**config.mk**
```make
export PLATFORM = sky130hd
export DESIGN_NAME = fetch_unit
export DESIGN_NICKNAME = d
export VERILOG_FILES = /design/src/rtl/mips_pkg.sv /design/src/rtl/next_pc_calc.sv /design/src/rtl/fetch_unit.sv
export SDC_FILE = /design/constraint.sdc
export NUM_CORES = 1
export LEC_CHECK = 0
export ABC_AREA = 1
export BUFFER_PORTS_ARGS = -buffer_cell sky130_fd_sc_hd__buf_4
export CORE_ASPECT_RATIO = 1.5
export CORE_MARGIN = 5
export CORE_UTILIZATION = 45
export CTS_CLUSTER_SIZE = 8
export DETAILED_ROUTE_END_ITERATION = 6
export HOLD_SLACK_MARGIN = 0.12
export PLACE_DENSITY_LB_ADDON = 0.25
export SKIP_CTS_REPAIR_TIMING = 1
export SLEW_MARGIN = 20
export SYNTH_ARGS = -nofsm -noshare
export SYNTH_HDL_FRONTEND = slang
export SYNTH_SLANG_ARGS = --single-unit
```
**constraint.sdc**
```tcl
create_clock -name clock_in -period 3.31 [get_ports clock_in]
set_input_delay 0.331 -clock clock_in [delete_from_list [all_inputs] [get_ports clock_in]]
set_output_delay 0.331 -clock clock_in [all_outputs]
set_load 0.02 [all_outputs]
```
**src/rtl/mips_pkg.sv**
```systemverilog
// Shared MIPS-core definitions: fetch FSM states, primary opcodes and reset PC.
package mips_pkg;

  typedef enum logic [1:0] {
    IDLE  = 2'd0,
    REQ   = 2'd1,
    ISSUE = 2'd2,
    HALT  = 2'd3
  } fetch_state_t;

  localparam logic [5:0] OP_RTYPE = 6'b000000;
  localparam logic [5:0] OP_J     = 6'b000010;
  localparam logic [5:0] OP_BEQ   = 6'b000100;
  localparam logic [5:0] OP_ADDIU = 6'b001001;
  localparam logic [5:0] OP_LW    = 6'b100011;
  localparam logic [5:0] OP_SW    = 6'b101011;

  localparam logic [31:0] RESET_PC_DEFAULT = 32'h0000_0000;

endpackage

```
**src/rtl/next_pc_calc.sv**
```systemverilog
// Next-PC selection: jump beats branch, branch beats sequential; all adds wrap mod 2^32.
module next_pc_calc
  import mips_pkg::*;
(
  input  logic [31:0] pc_plus4,
  input  logic [25:0] instr,
  input  logic        branch_taken,
  input  logic        jump,
  output logic [31:0] next_pc
);

  logic [31:0] jump_target;
  logic [31:0] branch_offset;
  logic [31:0] branch_target;

  always_comb begin
    jump_target   = {pc_plus4[31:28], instr, 2'b00};
    branch_offset = {{14{instr[15]}}, instr[15:0], 2'b00};
    branch_target = pc_plus4 + branch_offset;
    next_pc       = pc_plus4;
    if (jump) begin
      next_pc = jump_target;
    end else if (branch_taken) begin
      next_pc = branch_target;
    end
  end

endmodule

```
**src/rtl/fetch_unit.sv**
```systemverilog
// Instruction-fetch stage: owns the PC, fetches over req/ready, issues one word at a
// time to the decoder and flags a sticky error when memory stops answering.
module fetch_unit
  import mips_pkg::*;
#(
  parameter logic [31:0] RESET_PC = RESET_PC_DEFAULT,
  parameter int unsigned MAX_WAIT = 16
) (
  input  logic        clock_in,
  input  logic        reset_in,
  output logic        imem_req_out,
  output logic [31:0] imem_addr_out,
  input  logic        imem_ready_in,
  input  logic [31:0] imem_rdata_in,
  output logic [31:0] instr_out,
  output logic [5:0]  opcode_out,
  output logic        instr_valid_out,
  input  logic        exec_done_in,
  input  logic        branch_taken_in,
  input  logic        jump_in,
  output logic [31:0] pc_out,
  output logic [31:0] pc_plus4_out,
  output logic        fetch_err_out
);

  localparam int unsigned CW = (MAX_WAIT > 1) ? $clog2(MAX_WAIT) : 1;
  localparam logic [CW-1:0] WAIT_LAST = CW'(MAX_WAIT - 1);

  fetch_state_t  state;
  logic [31:0]   pc;
  logic [31:0]   instr;
  logic [CW-1:0] wait_cnt;
  logic          err;
  logic [31:0]   pc_plus4;
  logic [31:0]   next_pc;

  assign pc_plus4 = pc + 32'd4;

  next_pc_calc u_next_pc_calc (
    .pc_plus4     (pc_plus4),
    .instr        (instr[25:0]),
    .branch_taken (branch_taken_in),
    .jump         (jump_in),
    .next_pc      (next_pc)
  );

  // Resolve inputs are only honoured in ISSUE and ready only in REQ; every other
  // state simply ignores them, which also keeps HALT frozen until reset.
  always_ff @(posedge clock_in) begin
    if (reset_in) begin
      state    <= IDLE;
      pc       <= {RESET_PC[31:2], 2'b00};
      instr    <= '0;
      wait_cnt <= '0;
      err      <= 1'b0;
    end else begin
      case (state)
        IDLE: state <= REQ;
        REQ: begin
          if (imem_ready_in) begin
            instr    <= imem_rdata_in;
            wait_cnt <= '0;
            state    <= ISSUE;
          end else if (wait_cnt == WAIT_LAST) begin
            err   <= 1'b1;
            state <= HALT;
          end else begin
            wait_cnt <= wait_cnt + 1'b1;
          end
        end
        ISSUE: begin
          if (exec_done_in) begin
            pc    <= {next_pc[31:2], 2'b00};
            state <= REQ;
          end
        end
        HALT:    state <= HALT;
        default: state <= HALT;
      endcase
    end
  end

  always_comb begin
    imem_req_out    = (state == REQ);
    instr_valid_out = (state == ISSUE);
    imem_addr_out   = pc;
    pc_out          = pc;
    pc_plus4_out    = pc_plus4;
    instr_out       = instr;
    opcode_out      = instr[31:26];
    fetch_err_out   = err;
  end

endmodule

```
Word level (Yosys, flattened, before mapping) --
Cells that the tools add are included.
Storage, ports and cells: output and inout bits 137, bits of input ports 38, bits in registers 69, logic and storage cells 30
Operators by class: eq/ne operators 7, bitwise gates (word level) 1, mux-type cells 8, reductions and logical operators 6, $add $sub $neg 3
Operator list (number):
- $mux W32 | 2
- $add A32 B3 Y32 const B | 1
- $add A32 B32 Y32 | 1
- $mux W4 | 2
- $pmux W2 S4 | 1
- $reduce_and A2 Y1 | 4
- $mux W2 | 3
- $add A4 B1 Y4 const B | 1
- $eq A2 B2 Y1 const B | 2
- $eq A4 B4 Y1 const B | 1
- $ne A3 B1 Y1 const B | 1
- $reduce_and A3 Y1 | 1
- $eq A2 B1 Y1 const B | 1
- $logic_not A2 Y1 | 1
- $ne A2 B1 Y1 const B | 1
- $ne A2 B2 Y1 const B | 1
- $not A1 Y1 | 1

Logic depth before layout (Yosys ltp) --
Gate-level depths: netlist of run 1.
depth in word-level cells 4, gate-level depth with buffers 21, mapped depth without buffers 21

Cells and area by module --
From an unflattened synthesis of run 1, not the netlist that was laid out.
Unflattened totals: cell total of the unflattened synthesis 1107, area total of the unflattened synthesis 6500.0 µm²
By module, submodules not included:
- fetch_unit | instances 1, area an instance 3719.8 µm², sequential area each 1381.3 µm², cells each 541
- next_pc_calc | instances 1, area an instance 2780.2 µm², sequential area each 0.0 µm², cells each 566

Worst setup path after synthesis of run 1 --
OpenSTA, ideal clock, no wires.
kind flip-flop to flip-flop, start register pc[2], in the netlist imem_addr_out[2], end register pc[29], in the netlist imem_addr_out[29], cell stages (with the launch flop) 17, path slack 185 ps, data arrival time 3055 ps, path buffers 0, library setup time 70 ps, required time 3240 ps, period minus slack after synthesis 3125 ps, path through dfxtp_1 ha_1 inv_1 nor2_2 nand2_1 nor2_1 xor2_1 ha_1 a21oi_1 nor2_1 nor2_1 o21ai_0 a21oi_1 nand2_1 nand2_1 nand3_1 a21oi_1
On the way: word-level cells in the longest chain between the ends 4
RTL lines:
- start: declaration | line fetch_unit.sv:30 | logic [31:0] pc;
- start signal: assignment | line fetch_unit.sv:52 | pc <= {RESET_PC[31:2], 2'b00};
- start signal: assignment | line fetch_unit.sv:73 | pc <= {next_pc[31:2], 2'b00};
- $add A32 B3 Y32 | line fetch_unit.sv:37 | assign pc_plus4 = pc + 32'd4;
- named net pc_plus4_out[18] | line fetch_unit.sv:22 | output logic [31:0] pc_plus4_out,
- $add A32 B32 Y32 | line next_pc_calc.sv:19 | branch_target = pc_plus4 + branch_offset;
- $mux W32 | line next_pc_calc.sv:23 | end else if (branch_taken) begin
- $mux W32 | line next_pc_calc.sv:21 | if (jump) begin
The timed path passes the listed nets, and every way through them passes these cells. A chain may end at the register's enable or synchronous reset.

Final worst setup path of run 1 --
start register pc[4], in the netlist imem_addr_out[4], end register pc[28], in the netlist imem_addr_out[28]
On the way: word-level cells in the longest chain between the ends 4
RTL lines (line):
- $add A32 B3 Y32 * | fetch_unit.sv:37
- $add A32 B32 Y32 | next_pc_calc.sv:19
- $mux W32 | next_pc_calc.sv:23
- $mux W32 * | next_pc_calc.sv:21
Every way passes the cells marked *; elsewhere a longest branch is shown, timed or not.

==> impl_metrics.json, run 1 <==
{
  "outcome": "finished, final reports clean",
  "syn2layout_area_growth_pct": 25.8,
  "fp.dieW_um": 106,
  "cts_tree": "built",
  "grt_max_degree": 61,
  "vias_per_cell": 5.40,
  "hp-class": "in -> reg",
  "netlist_area_um2": 6250,
  "wl_per_cell_um": 17.8,
  "grt_pass1_vias": 7073,
  "crit_family": "simple AND/OR/NAND/NOR gates",
  "cp-start-kind": "register",
  "io_pins": 175,
  "synth_largest_area_cell": "dfxtp_1",
  "clockRootBuffer": "clkbuf_16",
  "setup_ws_ns": 0.123,
  "hold_viol": 0,
  "cpMostUsedCell": "nand2_1",
  "min_period_ns": 3.19,
  "clockBufferDepth": 2,
  "grt_antenna_before_repair": 0,
  "fillCellCount": 1414,
  "drt_wl_total_mm": 24.1,
  "pre_cts_ws_ns": 0.117,
  "hpwl_mm": 19.7,
  "start_util_pct": 46.0,
  "dieArea_um2": 16400,
  "ant_nets": 0,
  "drv_cap": 0,
  "setup_violations": 0,
  "gp_congestion": 0.998,
  "crit_type": "reg -> reg",
  "slew_headroom_pct": 58.1,
  "drive_gt1_share_pct": 22.4,
  "drc": 0,
  "synth-async-reset-ratio_pct": 0,
  "rsz0062_at_grt": "true",
  "synth_area_leaders": "dfxtp_1 (22%), nand2_1 (15%), inv_1 (7.9%)",
  "core.rowCount": 52,
  "ys.flop_type": "dfxtp_1",
  "die_y_um": 154,
  "num_vias": 7295,
  "r2r_cells": 16,
  "diodes": 0,
  "worstPathRequired_ns": 3.54,
  "power_leakage_nw": 4.27,
  "critical_path_depth": 16,
  "grt_use_total_pct": 28.9,
  "synthCells": 1037,
  "r2r_slack_ns": 0.12,
  "htreeDepth": 3,
  "synth_edf_count": 0,
  "grt_pass1_wl_mm": 37.3,
  "portBuffers": 168,
  "crit_fanout": 5,
  "syn_avg_cell_area_um2": 6.03,
  "hold_depth": 3,
  "synth_cell_types": 46,
  "cp_slowest_cell": "dfxtp_1",
  "cts_buffers": 9,
  "synth-seq-cells": 69,
  "drv_slew": 0,
  "synth_top_area_share_pct": 22.1,
  "grt_overflow": 0,
  "critPathCaptureType": "register",
  "cpPeakStageDelay_ns": 0.43,
  "nets": 1261,
  "critical_path.cell_chain": "nand2_2 > nor2_4 > nand2_2 > nor2_2 > xor2_1 > ha_1 > nand2_1 > inv_1 > a21oi_1 > nand3_1 > nand2_1 > nand3_1 > nand2_1 > nand3_1 > nand2_1 > a21oi_1",
  "max_freq_ghz": 0.314,
  "worst_pin_slew_ns": 0.628,
  "first_pass_iters": 5,
  "p_per_area_nw_per_um2": 323,
  "finalSetupTns_ns": 0,
  "critical_path_buf_inv_count": 1,
  "clk_pin_slew_worst_paths_ns": 0.07,
  "irDropWorstVdd_mv": 0.278,
  "crit_arrival_ns": 3.42,
  "finalCritPeriodShare_pct": 96.3,
  "yosys_warnings": 0,
  "cts.sinks": 69,
  "yosysSeqAreaShare_pct": 22.1,
  "clock_latency_ns": 0.34,
  "fin_skew_ns": 0.00976,
  "design.core.area_um2": 13600,
  "drt_iter0_markers": 493
}
## cells in the final DEF, fill, tap and decap left out, types with 7 or more instances in the layout
cell,Yosys,final
nand2_1,252,251
buf_4,42,200
inv_1,131,131
nor2_1,121,119
a21oi_1,90,88
o21ai_0,78,76
nand3_1,67,67
dfxtp_1,69,64
ha_1,37,37
xor2_1,15,15
nor3_1,13,11
nand4_1,10,10
nand2_2,9,10
clkbuf_16,0,9
nor2_2,7,8
a31oi_1,8,8
nor2_4,6,7
## area by class of cell
class	count	area, µm²	share of cell area, %
well taps	162	203	2.58
flip-flops and latches	69	1390	17.6
multi-input cells	769	3990	50.7
clock buffers	9	225	2.86
repair buffers	200	1500	19.1
inverters	136	510	6.49
clock inverters	7	48.8	0.620
## final timing paths
kind / endpoint / startpoint
worst max register to register: imem_addr_out[28] / imem_addr_out[4]
worst max-delay path: imem_addr_out[28] / imem_addr_out[4]
worst min register to register: fetch_err_out / fetch_err_out
worst min-delay path: instr_out[28] / imem_rdata_in[28]
## per-layer routing
| layer | routed length [µm] | up-vias | global-route usage [%] |
|---|---|---|---|
| met5 | 0 | - | 0 |
| met4 | 1560 | 0 | 17.9 |
| met3 | 1650 | 83 | 5.00 |
| met2 | 12200 | 332 | 51.0 |
| met1 | 8750 | 3289 | 31.8 |
| li1 | - | 3591 | - |
## per-stage QoR
stage                     hold WS (ns)  instances  util [%]  area [µm²]  total power [W]
after floorplan                  0.447       1042         -        6270          0.00136
after global placement           0.454       1336      55.5        7550          0.00164
after detailed placement         0.471       1336      55.5        7550          0.00164
after CTS                        0.208       1352      57.5        7830          0.00255
after global routing             0.212       1352      57.8        7870          0.00265
final                            0.210       1352      57.8        7870          0.00254
## Yosys cell counts (all sizes together) (2+ instances only)
| cell | number |
|---|---|
| inv | 135 |
| o21bai | 5 |
| nand4 | 10 |
| xnor2 | 4 |
| nor3 | 16 |
| dfxtp | 69 |
| xor2 | 17 |
| a31oi | 8 |
| nand3b | 6 |
| or2 | 5 |
| buf | 47 |
| nand2 | 262 |
| nand3 | 67 |
| a21oi | 92 |
| clkbuf | 21 |
| a21o | 3 |
| ha | 37 |
| a22oi | 2 |
| o21ai | 80 |
| and2 | 6 |
| a31o | 2 |
| nor2 | 134 |
## registers in the layout, indices dropped and copies added (netlist names)
signal and cells:
imem_addr_out 30, state 2, fetch_err_out 1, instr_out 32, wait_cnt 4
## power breakdown
part / internal, W / total (W) / switching, W
combinational: 0.000258 / 0.000678 / 0.000420
clock: 0.000510 / 0.000916 / 0.000406
sequential: 0.000881 / 0.000947 / 0.0000665
## cell families (layout without fill, tap and decap cells)
group	count (synthesis)	after routing	synth area share, %
buffers and inverters	204	352	15.0
adder cells (fa/ha/maj)	38	38	7.72
other	1	6	0.0600
AND/OR/NAND/NOR	508	508	35.3
AO/OA/AOI/OAI	196	196	16.7
flip-flops	69	69	22.1
XOR/XNOR	21	21	3.18
## worst register-to-register path, cell delays in order (launching register included)
cell and delay, ns:
dfxtp_1 0.43, nand2_2 0.16, nor2_4 0.15, nand2_2 0.12, nor2_2 0.22, xor2_1 0.32, ha_1 0.36, nand2_1 0.18
inv_1 0.06, a21oi_1 0.22, nand3_1 0.22, nand2_1 0.14, nand3_1 0.07, nand2_1 0.06, nand3_1 0.16, nand2_1 0.15
a21oi_1 0.07
Note: power is estimated with default switching activity, not from simulation.
==> run 2, diff against run 1 <==
- SETUP_SLACK_MARGIN: unset -> 0.5
==> impl_metrics.json, run 2 (synthesized netlist as in run 1, its figures left out) <==
{
  "fp.dieW_um": 106,
  "grt_pass1_wl_mm": 38.9,
  "cp_slowest_cell": "dfxtp_2",
  "grt_pass1_vias": 7236,
  "finalCritPeriodShare_pct": 83.0,
  "largest_reg_flops": 32,
  "num_vias": 7848,
  "power_leakage_nw": 4.67,
  "routedLengthMet1_mm": 9.43,
  "dr_wl_met3_mm": 2.13,
  "htreeDepth": 3,
  "outcome": "finished, final reports clean",
  "hold_viol": 0,
  "cp-start-kind": "register",
  "vias_per_cell": 5.65,
  "cts_tree": "built",
  "first_pass_iters": 6,
  "place_inst": 1350,
  "slew_headroom_pct": 40.4,
  "critical_path.cell_chain": "nand2_1 > nor2_4 > buf_4 > nand2_1 > nor2_1 > nand2_1 > inv_2 > or2_2 > and2_2 > ha_4 > a21oi_1 > o21ai_1 > nor2_1 > nand3_1 > nand2_1 > nand3_1 > nand2_1 > a21oi_1",
  "diodes": 0,
  "die_y_um": 154,
  "core.rowCount": 52,
  "finalNonFillerCells": 1388,
  "start_util_pct": 46.0,
  "multiInputGateArea_um2": 4960,
  "nets": 1297,
  "setup_violations": 0,
  "gp_congestion": 1.07,
  "clock_latency_ns": 0.34,
  "critPathCaptureType": "register",
  "r2r_start": "imem_addr_out[17]",
  "fin_skew_ns": 0.00612,
  "drive_gt1_share_pct": 39.4,
  "syn2layout_area_growth_pct": 47.5,
  "clockBufferDepth": 2,
  "hold_depth": 3,
  "worstPathRequired_ns": 3.54,
  "hold_slack_ns": 0.211,
  "worst_pin_slew_ns": 0.893,
  "grt_overflow": 0,
  "max_freq_ghz": 0.364,
  "dieArea_um2": 16400,
  "hpwl_mm": 20.6,
  "drt_iter0_markers": 613,
  "ant_nets": 0,
  "cts_buffers": 9,
  "grt_antenna_before_repair": 0,
  "r2r_cells": 18,
  "rsz0062_at_grt": "true",
  "wl_met2_mm": 13.3,
  "crit_fanout": 5,
  "ff_latch_area_um2": 1430,
  "hp-class": "in -> reg",
  "cts.sinks": 69,
  "min_period_ns": 2.75,
  "cpMostUsedCell": "nand2_1",
  "top_layer_used": "met4",
  "drv_cap": 0,
  "clockRootBuffer": "clkbuf_16",
  "irDropWorstVdd_mv": 0.311,
  "clk_pin_slew_worst_paths_ns": 0.06,
  "final_cell_mix": "buf_4 (233), nand2_1 (205), inv_1 (119), nor2_1 (99)",
  "final_common_cell": "buf_4",
  "cpPeakStageDelay_ns": 0.36,
  "wl_per_cell_um": 19.4,
  "reg2reg_to": "imem_addr_out[28]",
  "drt_wl_total_mm": 27.0,
  "crit_arrival_ns": 2.98,
  "drv_slew": 0,
  "grt_max_degree": 38,
  "p_per_area_nw_per_um2": 310,
  "fin_util_pct": 67.8,
  "io_pins": 175,
  "crit_type": "reg -> reg",
  "fillCellCount": 1192,
  "grt_use_total_pct": 30.5,
  "drc": 0,
  "portBuffers": 168,
  "startpoint": "imem_addr_out[17]",
  "r2r_slack_ns": 0.56,
  "crit_path_end": "imem_addr_out[28]",
  "design.core.area_um2": 13600,
  "hold_start": "imem_rdata_in[26]"
}
run 2: worst min-delay path by stage:
stage | slack [ns] | to
2_1_floorplan | 0.45 | wait_cnt[0]
3_3_place_gp | 0.45 | fetch_err_out
3_5_place_dp | 0.47 | fetch_err_out
4_1_cts | 0.21 | instr_out[26]
5_1_grt | 0.21 | instr_out[28]
6_report | 0.21 | instr_out[26]
run 2: critical path, delay by kind of cell (launching register included):
family / cells / cell delay, ns
fa+ha+maj: 1 / 0.25
compound gates: 3 / 0.44
flops: 1 / 0.36
simple gates: 12 / 1.39
buf+inv: 2 / 0.19
run 2: stage by stage:
step	setup TNS, ns	instance area [µm²]	total power [W]	worst slack (ns)
global placement	-0.0146	7700	0.00165	-0.0146
finish	0	9230	0.00286	0.564
floorplan	0	6310	0.00136	0.503
CTS	0	8030	0.00274	0.00560
global route	0	9230	0.00296	0.403
detailed placement	0	7700	0.00165	0.0562
run 2: cell type report:
cell class | count | share of cell area (%)
Clock buffer | 9 | 2.44
Timing Repair Buffer | 236 | 19.3
Clock inverter | 7 | 1.14
Tap cell | 162 | 2.20
Multi-Input combinational cell | 769 | 53.8
Sequential cell | 69 | 15.5
Inverter | 136 | 5.56
run 2: metal layers:
metal  track usage (%)  up-vias
met5                 0        -
met2              52.6      460
met3              5.38      122
met4              21.2        0
met1              33.6     3603
li1                  -     3663
run 2: report_power, final:
group	leakage [nW]	internal (W)	switching, W	total, W
clock	0.159	0.000672	0.000425	0.00110
combinational	3.93	0.000326	0.000487	0.000812
sequential	0.577	0.000878	0.0000695	0.000948
